### src/rtl/iq_stream_packer.sv
// I/Q capture, gain shift with saturation, and framed byte serialiser.
// Ports: i_clk/i_rst_n, i_en/i_strobe capture, i_i/i_q samples, i_ch_mask,
//   i_shift, i_trig; o_data/o_valid/i_ready stream; o_busy, o_overrun, o_seq.
module iq_stream_packer #(
   parameter int N_CH = 4,
   parameter int IN_WIDTH = 17,
   parameter int OUT_WIDTH = 16,
   parameter int SHIFT_WIDTH = 3,
   parameter logic [7:0] SYNC_BYTE = 8'hA5
) (
   input  logic                     i_clk,
   input  logic                     i_rst_n,
   input  logic                     i_en,
   input  logic                     i_strobe,
   input  logic [N_CH*IN_WIDTH-1:0] i_i,
   input  logic [N_CH*IN_WIDTH-1:0] i_q,
   input  logic [N_CH-1:0]          i_ch_mask,
   input  logic [SHIFT_WIDTH-1:0]   i_shift,
   input  logic                     i_trig,
   output logic [7:0]               o_data,
   output logic                     o_valid,
   input  logic                     i_ready,
   output logic                     o_busy,
   output logic                     o_overrun,
   output logic [5:0]               o_seq
);
   localparam int BPS = OUT_WIDTH / 8;
   localparam int CW = (N_CH > 1) ? $clog2(N_CH) : 1;
   localparam int BW = (BPS > 1) ? $clog2(BPS) : 1;
   localparam int XW = IN_WIDTH - OUT_WIDTH + 1;

   localparam logic signed [IN_WIDTH-1:0] SMAX =
      {{XW{1'b0}}, {(OUT_WIDTH-1){1'b1}}};
   localparam logic signed [IN_WIDTH-1:0] SMIN =
      {{XW{1'b1}}, {(OUT_WIDTH-1){1'b0}}};

   localparam logic [2:0] S_IDLE  = 3'd0;
   localparam logic [2:0] S_LOAD  = 3'd1;
   localparam logic [2:0] S_SYNC  = 3'd2;
   localparam logic [2:0] S_FLAGS = 3'd3;
   localparam logic [2:0] S_MASK  = 3'd4;
   localparam logic [2:0] S_PAY   = 3'd5;
   localparam logic [2:0] S_CKSUM = 3'd6;

   logic [2:0]             state;
   logic [IN_WIDTH-1:0]    raw_i [N_CH];
   logic [IN_WIDTH-1:0]    raw_q [N_CH];
   logic [OUT_WIDTH-1:0]   samp_i [N_CH];
   logic [OUT_WIDTH-1:0]   samp_q [N_CH];
   logic [N_CH-1:0]        mask_q;
   logic [SHIFT_WIDTH-1:0] shift_q;
   logic                   trig_q;
   logic                   ovr_q;
   logic                   ovr_pend;
   logic [CW-1:0]          ch;
   logic                   iq;
   logic [BW-1:0]          bidx;
   logic [7:0]             cks;
   logic [CW-1:0]          first_ch;
   logic [CW-1:0]          nxt_ch;
   logic                   nxt_ok;
   logic [OUT_WIDTH-1:0]   cur;
   logic [7:0]             pay_byte;
   logic                   xfer;
   logic                   capture;
   logic                   drop;

   function automatic logic [OUT_WIDTH-1:0] sat(
      input logic [IN_WIDTH-1:0]    x,
      input logic [SHIFT_WIDTH-1:0] sh
   );
      logic signed [IN_WIDTH-1:0] s;
      s = $signed(x) >>> sh;
      if (s > SMAX) return SMAX[OUT_WIDTH-1:0];
      if (s < SMIN) return SMIN[OUT_WIDTH-1:0];
      return s[OUT_WIDTH-1:0];
   endfunction

   assign o_valid = (state != S_IDLE) && (state != S_LOAD);
   assign o_busy  = (state != S_IDLE);
   assign xfer    = o_valid && i_ready;
   // Back-to-back capture is allowed on the checksum handshake edge.
   assign capture = i_en && i_strobe &&
      ((state == S_IDLE) || ((state == S_CKSUM) && xfer));
   assign drop    = i_en && i_strobe && !capture;

   // Lowest enabled channel, and lowest enabled channel above ch.
   always_comb begin
      first_ch = '0;
      nxt_ch   = '0;
      nxt_ok   = 1'b0;
      for (int c = N_CH - 1; c >= 0; c--) begin
         if (mask_q[c]) first_ch = CW'(c);
         if (mask_q[c] && (c > int'(ch))) begin
            nxt_ch = CW'(c);
            nxt_ok = 1'b1;
         end
      end
   end

   always_comb begin
      cur      = iq ? samp_q[ch] : samp_i[ch];
      pay_byte = '0;
      for (int b = 0; b < BPS; b++)
         if (int'(bidx) == b) pay_byte = cur[(BPS-1-b)*8 +: 8];
      case (state)
         S_SYNC:  o_data = SYNC_BYTE;
         S_FLAGS: o_data = {trig_q, ovr_q, o_seq};
         S_MASK:  o_data = 8'(mask_q);
         S_PAY:   o_data = pay_byte;
         S_CKSUM: o_data = cks;
         default: o_data = '0;
      endcase
   end

   always_ff @(posedge i_clk or negedge i_rst_n) begin
      if (!i_rst_n) begin
         state     <= S_IDLE;
         mask_q    <= '0;
         shift_q   <= '0;
         trig_q    <= 1'b0;
         ovr_q     <= 1'b0;
         ovr_pend  <= 1'b0;
         o_overrun <= 1'b0;
         o_seq     <= '0;
         ch        <= '0;
         iq        <= 1'b0;
         bidx      <= '0;
         cks       <= '0;
         for (int c = 0; c < N_CH; c++) begin
            raw_i[c]  <= '0;
            raw_q[c]  <= '0;
            samp_i[c] <= '0;
            samp_q[c] <= '0;
         end
      end else begin
         o_overrun <= drop;
         if (drop) ovr_pend <= 1'b1;
         case (state)
            S_LOAD: begin
               for (int c = 0; c < N_CH; c++) begin
                  samp_i[c] <= sat(raw_i[c], shift_q);
                  samp_q[c] <= sat(raw_q[c], shift_q);
               end
               state <= S_SYNC;
            end
            S_SYNC:
               if (xfer) state <= S_FLAGS;
            S_FLAGS:
               if (xfer) begin
                  cks   <= cks ^ o_data;
                  state <= S_MASK;
               end
            S_MASK:
               if (xfer) begin
                  cks  <= cks ^ o_data;
                  ch   <= first_ch;
                  iq   <= 1'b0;
                  bidx <= '0;
                  state <= (mask_q == '0) ? S_CKSUM : S_PAY;
               end
            S_PAY:
               if (xfer) begin
                  cks <= cks ^ o_data;
                  if (bidx == BW'(BPS - 1)) begin
                     bidx <= '0;
                     if (!iq) begin
                        iq <= 1'b1;
                     end else begin
                        iq <= 1'b0;
                        if (nxt_ok) ch <= nxt_ch;
                        else state <= S_CKSUM;
                     end
                  end else begin
                     bidx <= bidx + 1'b1;
                  end
               end
            S_CKSUM:
               if (xfer) begin
                  o_seq <= o_seq + 6'd1;
                  state <= S_IDLE;
               end
            default:
               state <= S_IDLE;
         endcase
         if (capture) begin
            for (int c = 0; c < N_CH; c++) begin
               raw_i[c] <= i_i[c*IN_WIDTH +: IN_WIDTH];
               raw_q[c] <= i_q[c*IN_WIDTH +: IN_WIDTH];
            end
            mask_q   <= i_ch_mask;
            shift_q  <= i_shift;
            trig_q   <= i_trig;
            ovr_q    <= ovr_pend;
            ovr_pend <= 1'b0;
            cks      <= '0;
            state    <= S_LOAD;
         end
      end
   end
endmodule

### config.mk
export PLATFORM = sky130hd
export DESIGN_NAME = iq_stream_packer
export DESIGN_NICKNAME = d
export VERILOG_FILES = /design/src/rtl/iq_stream_packer.sv
export SDC_FILE = /design/constraint.sdc
export NUM_CORES = 1
export LEC_CHECK = 0
export CAP_MARGIN = 20
export CORE_ASPECT_RATIO = 1.2
export CORE_MARGIN = 10
export CORE_UTILIZATION = 32
export CTS_CLUSTER_DIAMETER = 60
export CTS_CLUSTER_SIZE = 40
export DETAILED_ROUTE_END_ITERATION = 8
export GPL_TIMING_DRIVEN = 0
export PLACE_DENSITY = 0.52
export SKIP_CTS_REPAIR_TIMING = 1
export SYNTH_ARGS = -nofsm -noshare
export SYNTH_HDL_FRONTEND = slang
export SYNTH_SLANG_ARGS = --single-unit
### constraint.sdc
create_clock -name i_clk -period 3.25 [get_ports i_clk]
set_clock_uncertainty 0.05 [all_clocks]
set_input_delay 0.325 -clock i_clk [delete_from_list [all_inputs] [get_ports i_clk]]
set_output_delay 0.325 -clock i_clk [all_outputs]
set_load 0.005 [all_outputs]
Yosys cells after proc, flatten, opt, wreduce, memory -nomap -nowiden

Cells that the tools add are included.

RAM bits: 0
Logic and storage cells: 226
Memories: 0
Bits in read-only memories: 0
Bits in latches: 0
Register bits after elaboration: 296
Output and inout port bits: 17
Input port bits: 149

Reduce and logical (&&, ||, !) cells: 25
Bitwise operators: 2
Div/mod/pow operators: 0
Multipliers: 0
Shift-type cells: 8
Muxes and demuxes: 121
$add $sub $neg: 2
Eq/ne operators: 20
$lt $le $gt $ge: 20

Operator list:

| operator                                                                | number |
|---|---|
| 16-bit two-way mux                                                      | 37 |
| 17-bit by 16-bit > comparator with 1-bit output (second input constant) | 8 |
| 17-bit by 16-bit < comparator with 1-bit output (second input constant) | 8 |
| 17-bit by 3-bit >>> shifter with 17-bit output                          | 8 |
| 16-bit binary-select mux with 2-bit select                              | 2 |
| 1-bit two-way mux                                                       | 51 |
| 8-bit case mux with 5 select lines                                      | 1 |
| 8-bit two-way mux                                                       | 4 |
| 3-bit two-way mux                                                       | 9 |
| 2-bit two-way mux                                                       | 13 |
| 3-bit != test (second input constant)                                   | 8 |
| 3-bit case mux with 6 select lines                                      | 1 |
| 2-bit != test (second input constant)                                   | 5 |
| 3-bit equality test (second input constant)                             | 3 |
| 1-bit logical AND                                                       | 9 |
| 8-bit AND reduction                                                     | 1 |
| 2-bit nonzero test                                                      | 4 |
| 8-bit XOR                                                               | 1 |
| 6-bit by 1-bit adder with 6-bit output (second input constant)          | 1 |
| 3-bit by 2-bit equality test with 1-bit output (second input constant)  | 2 |
| 6-bit AND reduction                                                     | 1 |
| 2-bit > comparator (first input constant)                               | 2 |
| 4-bit zero test                                                         | 1 |
| 1-bit case mux with 2 select lines                                      | 2 |
| other kinds (15)                                                        | 16 |

Depth between registers and ports, before layout

Gate-level depths: netlist (run 1).

Word-level depth: 11
Mapped depth: 11
Gate-level depth less buffers: 7

Worst setup path after synthesis (run 1)

Ideal clock, no wire load.

Kind: register to register
Start: register state[1]
End: register cks[1]
Path buffers: 1
Library setup time: 0.087 ns
Cell stages (with the launch flop): 9
Arrival time: 2.057 ns
Path slack: 1.057 ns
Required time: 3.113 ns
Clock period less this slack: 2.193 ns
Cell sequence: dfrtp_1 buf_2 clkinv_1 ha_1 nor2b_1 o21ai_0 or2_2 a311o_1 o211ai_1

Cells in the longest elaborated chain, start to end: 8
Elaborated cells on any way between the ends: 22
Those cells by class: eq/ne: 6; mux: 4; bitwise: 1; reduce/logical: 11

RTL lines:

| what                                                                                       | RTL line | source |
|---|---|---|
| start: declaration                                                                         | 45       | `logic [2:0] state;` |
| start signal: assignment                                                                   | 160      | `state <= (mask_q == '0) ? S_CKSUM : S_PAY;` |
| parallel branches: the longest is 8 deep, another holds 8-bit case mux with 5 select lines | --       |  |
| end signal: assignment                                                                     | 151      | `cks <= cks ^ o_data;` |
| end signal: assignment                                                                     | 156      | `cks <= cks ^ o_data;` |
| end signal: assignment                                                                     | 164      | `cks <= cks ^ o_data;` |
| end: declaration                                                                           | 58       | `logic [7:0] cks;` |

Parallel ways; which one is timed is not known. The select of a mux whose other input is x is not followed.
A chain may end at the register's enable or synchronous reset.

Final worst setup path (run 1)

Start: register ch[0]
End: output port o_data[4]

Cells in the longest elaborated chain, start to end: 7
Elaborated cells on any way between the ends: 10
Those cells by class: mux: 9; bitwise: 1

RTL lines:

| what                                                     | RTL line | source |
|---|---|---|
| start: declaration                                       | 55       | `logic [CW-1:0] ch;` |
| start signal: assignment                                 | 157      | `ch <= first_ch;` |
| start signal: assignment                                 | 171      | `if (nxt_ok) ch <= nxt_ch;` |
| 2-bit inverter with 3-bit output (not written as such) * | 102      | `cur = iq ? samp_q[ch] : samp_i[ch];` |
| 16-bit binary-select mux with 2-bit select               | 102      |  |
| 16-bit two-way mux (not written as such) (2 in series)   | 102      |  |
| 16-bit two-way mux *                                     | 102      |  |
| 8-bit two-way mux *                                      | 105      | `if (int'(bidx) == b) pay_byte = cur[(BPS-1-b)*8 +: 8];` |
| 8-bit case mux with 5 select lines *                     | 106      | `case (state)` |
| end: declaration                                         | 20       | `output logic [7:0] o_data,` |

Mark *: on every way between the ends. The rest lies on a longest branch, timed or not. The select of a mux whose other input is x is not followed.

==> impl_metrics.toml, run 1 <==
[synth]
ys_async_sr_fraction_pct = 100
synth_edf_count = 0
synth_top_cell_by_area = "dfrtp_1"
netlist_instances = 1925
ys_ff_latch = 296
syn_area_mm2 = 0.0186
ys_seq_area_share_pct = 39.8
synth_nets = 2077
yosysUniqueCellTypes = 66
synthTopCellsByCount = "nand2_1 (522), dfrtp_1 (296), o21ai_0 (129)"
synth_most_common_cell = "nand2_1"
synth_flop_cell = "dfrtp_1"
yosys_warnings = 0
synth_top_area_share_pct = 39.8
syn_avg_cell_area_um2 = 9.67
ys_top_cells_by_area = "dfrtp_1 (40%), mux4_2 (15%), nand2_1 (11%), mux2i_1 (6.2%), o21ai_0 (3.5%)"

[clocking]
cts_sinks = 296
clk_latency_ns = 0.58
cts_tree = "built"
h-tree-depth = 2
tritoncts.num_buffers = 36
cts.path.max_buffers = 3
cts.root.buffer_cell = "clkbuf_16"
clk_pin_slew_ns = 0.07

[sta]
slew_headroom_pct = 25.4
hold_viol = 0
rsz0062_at_grt = "true"
layout_worst_path_cycle_share_pct = 99.5
max_freq_mhz = 309
setup_viol_count_final = 0
drv_slew = 0
whs_ns = 0.194
fin_crit_ns = 3.23
tightest_slew_ns = 1.10

[layout]
nNetsFinal = 2289
seqCellArea_mm2 = 0.00741
final_cells = 2899
fin_area_mm2 = 0.0228
multiInputGateArea_mm2 = 0.0104
drive_gt1_share_pct = 15.9
area_delta_synth_final_pct = 22.5
fill_cells = 5737

[detailed_routing]
ant_nets = 0
post-route-drc-count = 0
totalWireLength_mm = 78.5
drt_iter0_drc = 1460
vias_per_cell = 5.72
firstDrtPassIters = 6
drt-wirelength-per-cell_um = 27.1
vias = 16600

[min_path]
hold_class = "in2async"

[place]
gp_congestion = 0.981
place_inst = 2830
post-dp-hpwl_mm = 59.1
port-buffer-count = 165
dpl_cell_area_mm2 = 0.0213

[die]
core_mm2 = 0.0574
die_w_um = 240
rows = 96
initial_utilization_pct = 32.4
die_h_um = 284
ios = 166
die_area_mm2 = 0.0683

[setup_path]
critPathLaunchType = "flip-flop"
critPathArrivalTime_ns = 2.86
r2r_cells = 10
end_kind = "output pin"
crit_required_ns = 2.87
critPathMaxFanout = 10
path_class = "reg2out"

[power]
power-per-cell-area_mw_per_mm2 = 1160
p_leak_nw = 9.72
ir_drop_mv = 0.455

[run]
max_cap_viol_count = 0

[status]
status = "complete, no violations"

[global_routing]
grt_max_degree = 89
grt_usage_pct = 22.5
grt-ovfl-total = 0
antenna_found_initial = 1
grt_pass1_wl_mm = 114
grt_pass1_vias = 16800
-- cells by family (layout without fill, tap and decap cells) --
| logic type | count (synthesis) | count (layout) | share of synthesized area, % |
|---|---|---|---|
| XOR/XNOR | 5 | 5 | 0.235 |
| adder cells (fa/ha/maj) | 11 | 11 | 0.632 |
| other | 0 | 1 | 0 |
| buffers and inverters | 197 | 435 | 5.41 |
| flip-flops | 296 | 296 | 39.8 |
| AND/OR/NAND/NOR | 703 | 703 | 15.5 |
| multiplexers | 260 | 260 | 22.8 |
| AO/OA/AOI/OAI | 453 | 453 | 15.7 |
-- final cells by class --
cell class,count,share of cell area [%]
Antenna cell,1,0.0110
Buffer,173,4.16
Clock inverter,19,1.13
Tap cell,735,4.03
Sequential cell,296,32.5
Clock buffer,45,4.28
Timing Repair Buffer,175,7.98
Multi-Input combinational cell,1432,45.6
Inverter,23,0.378
-- stage by stage --
step	setup TNS, ns	power [mW]	utilization, %	setup WS, ns
after detailed placement	-25.50	21.4	37.1	-0.384
after global placement	-3465.68	21.2	36.9	-11.58
after CTS	-28.92	25.9	39.3	-0.419
after floorplan	0	16.2	-	1.06
final	0	26.4	39.7	0.0169
after global routing	-0.0525	27.8	39.7	-0.0182
-- state kept, by name, indices dropped and copies added, names as in the netlist, 2 cells and up --
name     cells
raw_i       68
raw_q       68
samp_i      64
samp_q      64
cks          8
o_seq        6
mask_q       4
shift_q      3
state        3
ch           2
-- cell usage in the layout (no fill, tap or decap), drive strengths merged, types with 8 or more instances in the layout --
cell / instances
nand2: 522
clkdlybuf4s50: 163
a21oi: 89
o31ai: 9
clkinv: 8
mux4: 128
nand2b: 10
dfrtp: 296
a22oi: 22
maj3: 8
nor2: 80
a22o: 52
o211ai: 39
clkbuf: 112
inv: 28
o21ai: 131
nand3: 20
mux2i: 116
nor3: 14
buf: 116
a31oi: 44
a211oi: 12
nor2b: 16
o21a: 8
mux2: 16
-- critical path: stages (launching register included) --
cell	delay (ns)
dfrtp_2	0.43
buf_6	0.21
buf_6	0.27
mux2i_2	0.32
a22oi_1	0.17
nand3_1	0.14
o221ai_1	0.22
clkdlybuf4s50_1	0.53
-- worst paths after layout --
check                                  startpoint                     end  slack (ns)
hold / removal                            i_rst_n   raw_q[45]$_DFFE_PN0N_        0.19
hold reg to reg            samp_i[58]$_DFFE_PN0N_  samp_i[58]$_DFFE_PN0N_        0.43
setup reg to reg             state[1]$_DFFE_PN0P_   raw_i[50]$_DFFE_PN0N_        0.21
setup / recovery                ch[0]$_DFFE_PN0P_               o_data[4]        0.02
min in group i_clk                        i_i[26]   raw_i[43]$_DFFE_PN0N_        0.23
max in group asynchronous                 i_rst_n   raw_i[51]$_DFFE_PN0N_        1.75
-- report_power, final --
| group | internal [mW] | switching (mW) | total [mW] |
|---|---|---|---|
| combinational | 6.28 | 8.24 | 14.5 |
| sequential | 5.33 | 2.16 | 7.49 |
| clock | 2.56 | 1.81 | 4.37 |
| total | 14.2 | 12.2 | 26.4 |
-- layer usage --
layer  share of wire (%)  up-vias  routed length [um]  global-route usage (%)
met4                 4.7        0                3670                    9.68
met3                 6.2      141                4900                    3.55
li1                    -     7422                   -                       -
met5                   0        -                   0                       0
met1                  40     8375               31200                    27.9
met2                  49      651               38700                    38.1
Power figures use the tool's default switching activity.
==> inputs of run 2 (changes only) <==
==> constraint.sdc (replaced) <==
create_clock -name i_clk -period 4 [get_ports i_clk]
set_clock_uncertainty 0.05 [all_clocks]
set_input_delay 0.4 -clock i_clk [delete_from_list [all_inputs] [get_ports i_clk]]
set_output_delay 0.4 -clock i_clk [all_outputs]
set_load 0.005 [all_outputs]
==> run 2 against run 1 <==
Combinational power down 21%; sequential power shrank 19%; die area stayed put; sequential cell count unchanged; sequential share of layout area is 0.35 points higher; count of clock-buffer cells in the layout did not move; power decreased by 20%; worst hold slack better by 0.073 ns; utilization fell by 0.43 points; via count about the same; critical endpoint is now o_data[2]; largest cell class unchanged; largest power group unchanged; highest routed layer unchanged.
==> impl_metrics.toml, run 2 (synthesized netlist as in run 1, its figures left out) <==
[layout]
nNetsFinal = 2286
area_delta_synth_final_pct = 21.2
layout_commonest_cell = "nand2_1"
top_regs = "raw_i x68, raw_q x68"
fill_cells = 5750
drive_gt1_share_pct = 14.3
postLayoutCoreUtil_pct = 39.3
layout_common_cells = "nand2_1 (522), dfrtp_1 (296), clkdlybuf4s50_1 (164)"
final_cells = 2896

[global_routing]
grt_pass1_vias = 16800
antenna_found_initial = 1
grt_usage_pct = 22.5
grt-ovfl-total = 0
grt_pass1_wl_mm = 114
grt_max_degree = 89

[clocking]
clk_latency_ns = 0.58
clk_pin_slew_ns = 0.07
h-tree-depth = 2
cts.path.max_buffers = 3
cts.root.buffer_cell = "clkbuf_16"
cts_tree = "built"
tritoncts.num_buffers = 36
cts_sinks = 296

[power]
clockPowerShare_pct = 16.8
p_sw_share_pct = 46.4
p_leak_nw = 9.69
power_switching_mw = 9.81
ir_drop_mv = 0.369
power-per-cell-area_mw_per_mm2 = 937
seqPwrFrac_pct = 28.6
combinationalPowerShare_pct = 54.6
intPower_mw = 11.3

[status]
status = "complete, no violations"

[place]
port-buffer-count = 165
place_inst = 2830
post-dp-hpwl_mm = 59.1
gp_congestion = 0.981

[die]
die_h_um = 284
die_area_mm2 = 0.0683
rows = 96
initial_utilization_pct = 32.4
core_mm2 = 0.0574
die_w_um = 240
ios = 166

[setup_path]
path_class = "reg2out"
reg2reg_to = "raw_i[17]$_DFFE_PN0N_"
critPathArrivalTime_ns = 3.41
r2r_setup_slack_ns = 0.37
r2r_cells = 11
crit_required_ns = 3.55
end_kind = "output pin"
rr_startpoint = "state[1]$_DFFE_PN0P_"
critPathLaunchType = "flip-flop"
critPathMaxFanout = 10

[run]
max_cap_viol_count = 0

[detailed_routing]
firstDrtPassIters = 5
drt_iter0_drc = 1442
vias = 16600
vias_per_cell = 5.73
ant_nets = 0
post-route-drc-count = 0
drt-wirelength-per-cell_um = 27.1
totalWireLength_mm = 78.3

[sta]
tightest_slew_ns = 1.07
layout_worst_path_cycle_share_pct = 96.5
max_freq_mhz = 259
fin_crit_ns = 3.86
setup_viol_count_final = 0
drv_slew = 0
hold_viol = 0
rsz0062_at_grt = "false"
slew_headroom_pct = 27.9

[min_path]
hold_class = "in2async"
-- run 2: how the worst max path moves through the flow --
stage | from | end | slack, ns | cells past startpoint
final | ch[0]$_DFFE_PN0P_ | o_data[2] | 0.14 | 7
after global routing | state[2]$_DFFE_PN0P_ | raw_i[29]$_DFFE_PN0N_ | 0.12 | 11
after CTS | ch[0]$_DFFE_PN0P_ | o_data[2] | 0.32 | 7
after detailed placement | state[1]$_DFFE_PN0P_ | raw_i[20]$_DFFE_PN0N_ | 0.37 | 11
after global placement | i_rst_n | raw_i[46]$_DFFE_PN0N_ | -10.91 | 1
after floorplan | state[1]$_DFFE_PN0P_ | cks[1]$_DFFE_PN0P_ | 1.81 | 8
-- run 2: critical path, cell delays in order, from the launching register on --
cell and delay, ns:
dfrtp_1 0.45, buf_4 0.26, buf_4 0.34, mux2i_1 0.61
a22oi_1 0.31, nand3_1 0.22, nand3_1 0.15, clkdlybuf4s50_1 0.50
-- run 2: power by group through the flow --
stage	Clock, mW	Combinational [mW]	Sequential, mW
2_1_floorplan	0	8.02	5.16
4_1_cts	3.62	11.4	5.99
5_1_grt	3.72	12.4	6.17
3_3_place_gp	0	11.3	6.01
3_5_place_dp	0	11.4	6.03
6_report	3.55	11.5	6.05
-- run 2: routing by layer --
metal  global-route usage, %  part of all wire, %
met5                       0                    0
met4                    9.68                  4.5
met3                    3.55                  5.4
met2                    38.1                   49
met1                    27.9                   41
-- run 2: through the flow --
step / worst slack [ns] / hold slack (ns) / TNS [ns] / power (mW) / cell area, um^2
6_report: 0.139 / 0.268 / 0 / 21.2 / 22600
5_1_grt: 0.125 / 0.296 / 0 / 22.3 / 22600
4_1_cts: 0.323 / -0.323 / 0 / 21.0 / 22600
3_5_place_dp: 0.366 / 0.274 / 0 / 17.4 / 21300
3_3_place_gp: -10.91 / 0.405 / -3214.09 / 17.3 / 21200
2_1_floorplan: 1.81 / 0.0544 / 0 / 13.2 / 18600
-- run 2: area by class of cell --
class                           instances  area (um^2)  area share [%]
Clock buffer                           45          976            4.32
Clock inverter                         19          258            1.14
Sequential cell                       296         7410            32.8
Buffer                                174          921            4.08
Tap cell                              735          920            4.08
Timing Repair Buffer                  171         1790            7.92
Inverter                               23         86.3           0.383
Multi-Input combinational cell       1432        10200            45.2
Antenna cell                            1         2.50          0.0111
==> inputs of run 3 (changes only) <==
--- a/config.mk
+++ b/config.mk
@@ -8,12 +8,12 @@
 export CAP_MARGIN = 20
 export CORE_ASPECT_RATIO = 1.2
 export CORE_MARGIN = 10
-export CORE_UTILIZATION = 32
+export CORE_UTILIZATION = 60
 export CTS_CLUSTER_DIAMETER = 60
 export CTS_CLUSTER_SIZE = 40
 export DETAILED_ROUTE_END_ITERATION = 8
 export GPL_TIMING_DRIVEN = 0
-export PLACE_DENSITY = 0.52
+export PLACE_DENSITY = 0.86
 export SKIP_CTS_REPAIR_TIMING = 1
 export SYNTH_ARGS = -nofsm -noshare
 export SYNTH_HDL_FRONTEND = slang
==> run 3 against run 2 <==
Register-to-register slack lost 0.02 ns; setup slack gained 0.079 ns; combinational power is essentially flat; highest routed layer is now met5.
==> impl_metrics.toml, run 3 (synthesized netlist as in run 1, its figures left out) <==
[detailed_routing]
firstDrtPassIters = 7
drt_iter0_drc = 2335
drt-wirelength-per-cell_um = 27.9
post-route-drc-count = 0
vias = 17400
totalWireLength_mm = 71.0
vias_per_cell = 6.84
ant_nets = 0

[global_routing]
grt_max_degree = 121
antenna_found_initial = 1
grt_pass1_wl_mm = 107
grt_pass1_vias = 17400
grt-ovfl-total = 0
grt_usage_pct = 36.3

[layout]
layout_commonest_cell = "nand2_1"
layout_common_cells = "nand2_1 (522), dfrtp_1 (296), clkdlybuf4s50_1 (164)"
nNetsFinal = 2278
drive_gt1_share_pct = 14.1
diodes = 0
area_delta_synth_final_pct = 17.7
top_regs = "raw_i x68, raw_q x68"
fin_area_mm2 = 0.0219

[clocking]
h-tree-depth = 1
cts.path.max_buffers = 3
cts_tree = "built"
clk_latency_ns = 0.58
cts_sinks = 296
clk_pin_slew_ns = 0.08
cts.root.buffer_cell = "clkbuf_16"
tritoncts.num_buffers = 29

[die]
rows = 70
ios = 166
initial_utilization_pct = 60.9
die_h_um = 213
die_w_um = 181
die_area_mm2 = 0.0385
core_mm2 = 0.0306

[setup_path]
critPathMaxFanout = 10
crit_required_ns = 3.55
crit_slowest_cell = "mux2i_1"
end_kind = "output pin"
cp_cell_sequence = "buf_4 -> buf_4 -> mux2i_1 -> a22oi_1 -> nand3_1 -> nand3_1 -> clkdlybuf4s50_1"
crit_family = "buffers and inverters"
critPathArrivalTime_ns = 3.33
max_stage_delay_ns = 0.58
critPathLaunchType = "flip-flop"
path_class = "reg2out"
crit_buf_inv = 3

[sta]
layout_worst_path_cycle_share_pct = 94.6
hold_viol = 0
drv_slew = 0
fin_crit_ns = 3.78
whs_ns = 0.289
max_freq_mhz = 264
setup_tns_ns = 0
fin_ws_ns = 0.218
rsz0062_at_grt = "false"
setup_viol_count_final = 0
slew_headroom_pct = 24.1
tightest_slew_ns = 1.14

[status]
status = "complete, no violations"

[power]
power-per-cell-area_mw_per_mm2 = 938
clockPowerShare_pct = 14.7
seqPwrFrac_pct = 29.1
p_leak_nw = 9.57
p_sw_share_pct = 47.5
intPower_mw = 10.8
ir_drop_mv = 0.631
power_switching_mw = 9.75
combinationalPowerShare_pct = 56.2

[place]
dpl_cell_area_mm2 = 0.0208
post-dp-hpwl_mm = 52.3
place_ws_ns = 0.474
gp_congestion = 1.02
port-buffer-count = 165

[min_path]
hold_class = "in2reg"

[run]
max_cap_viol_count = 0
==> run 3: worst min-delay path, stage by stage <==
cell and delay (ns):
clkdlybuf4s50_1 0.40, nand2_1 0.06, nand2_1 0.04
==> run 3: stage by stage <==
stage / power, mW / util [%] / instances
floorplan: 13.2 / - / 1925
global route: 21.5 / 71.7 / 2545
CTS: 20.1 / 71.6 / 2543
detailed placement: 17.1 / 68.2 / 2489
finish: 20.5 / 71.7 / 2545
global placement: 16.7 / 67.9 / 2486
==> run 3: area by class of cell <==
| type | count | area, um^2 |
|---|---|---|
| multi-input combinational | 1432 | 10200 |
| timing repair buffer | 170 | 1740 |
| clock buffer | 32 | 757 |
| clock inverter | 22 | 294 |
| tap | 396 | 495 |
| fill | 2275 | 8660 |
| sequential | 296 | 7410 |
| buffer | 174 | 921 |
| inverter | 23 | 86.3 |
==> run 3: path summary, 6_finish.rpt <==
kind	from	end	slack (ns)	depth (start not counted)
worst max-delay path	ch[0]$_DFFE_PN0P_	o_data[3]	0.22	7
worst min-delay path	i_q[6]	raw_q[57]$_DFFE_PN0N_	0.29	3
worst max register to register	state[1]$_DFFE_PN0P_	raw_i[23]$_DFFE_PN0N_	0.35	11
worst min register to register	samp_i[62]$_DFFE_PN0N_	samp_i[62]$_DFFE_PN0N_	0.43	2
max in group asynchronous	i_rst_n	raw_i[11]$_DFFE_PN0N_	2.06	4
min in group asynchronous	i_rst_n	o_seq[5]$_DFFE_PN0P_	0.31	2
==> run 3: metal layers <==
| layer | up-vias | routed length (um) | GRT usage (%) |
|---|---|---|---|
| met3 | 296 | 7600 | 7.87 |
| met5 | - | 10 | 0 |
| met4 | 2 | 5140 | 22.0 |
| li1 | 7400 | - | - |
| met1 | 8517 | 24700 | 43.1 |
| met2 | 1188 | 33600 | 59.6 |
==> run 3: power groups by stage <==
| stage | Sequential (mW) | Combinational, mW | Clock, mW |
|---|---|---|---|
| after floorplan | 5.16 | 8.02 | 0 |
| after global placement | 5.86 | 10.9 | 0 |
| after detailed placement | 5.91 | 11.2 | 0 |
| after CTS | 5.88 | 11.2 | 3.01 |
| after global routing | 6.07 | 12.2 | 3.16 |
| final | 5.99 | 11.5 | 3.02 |
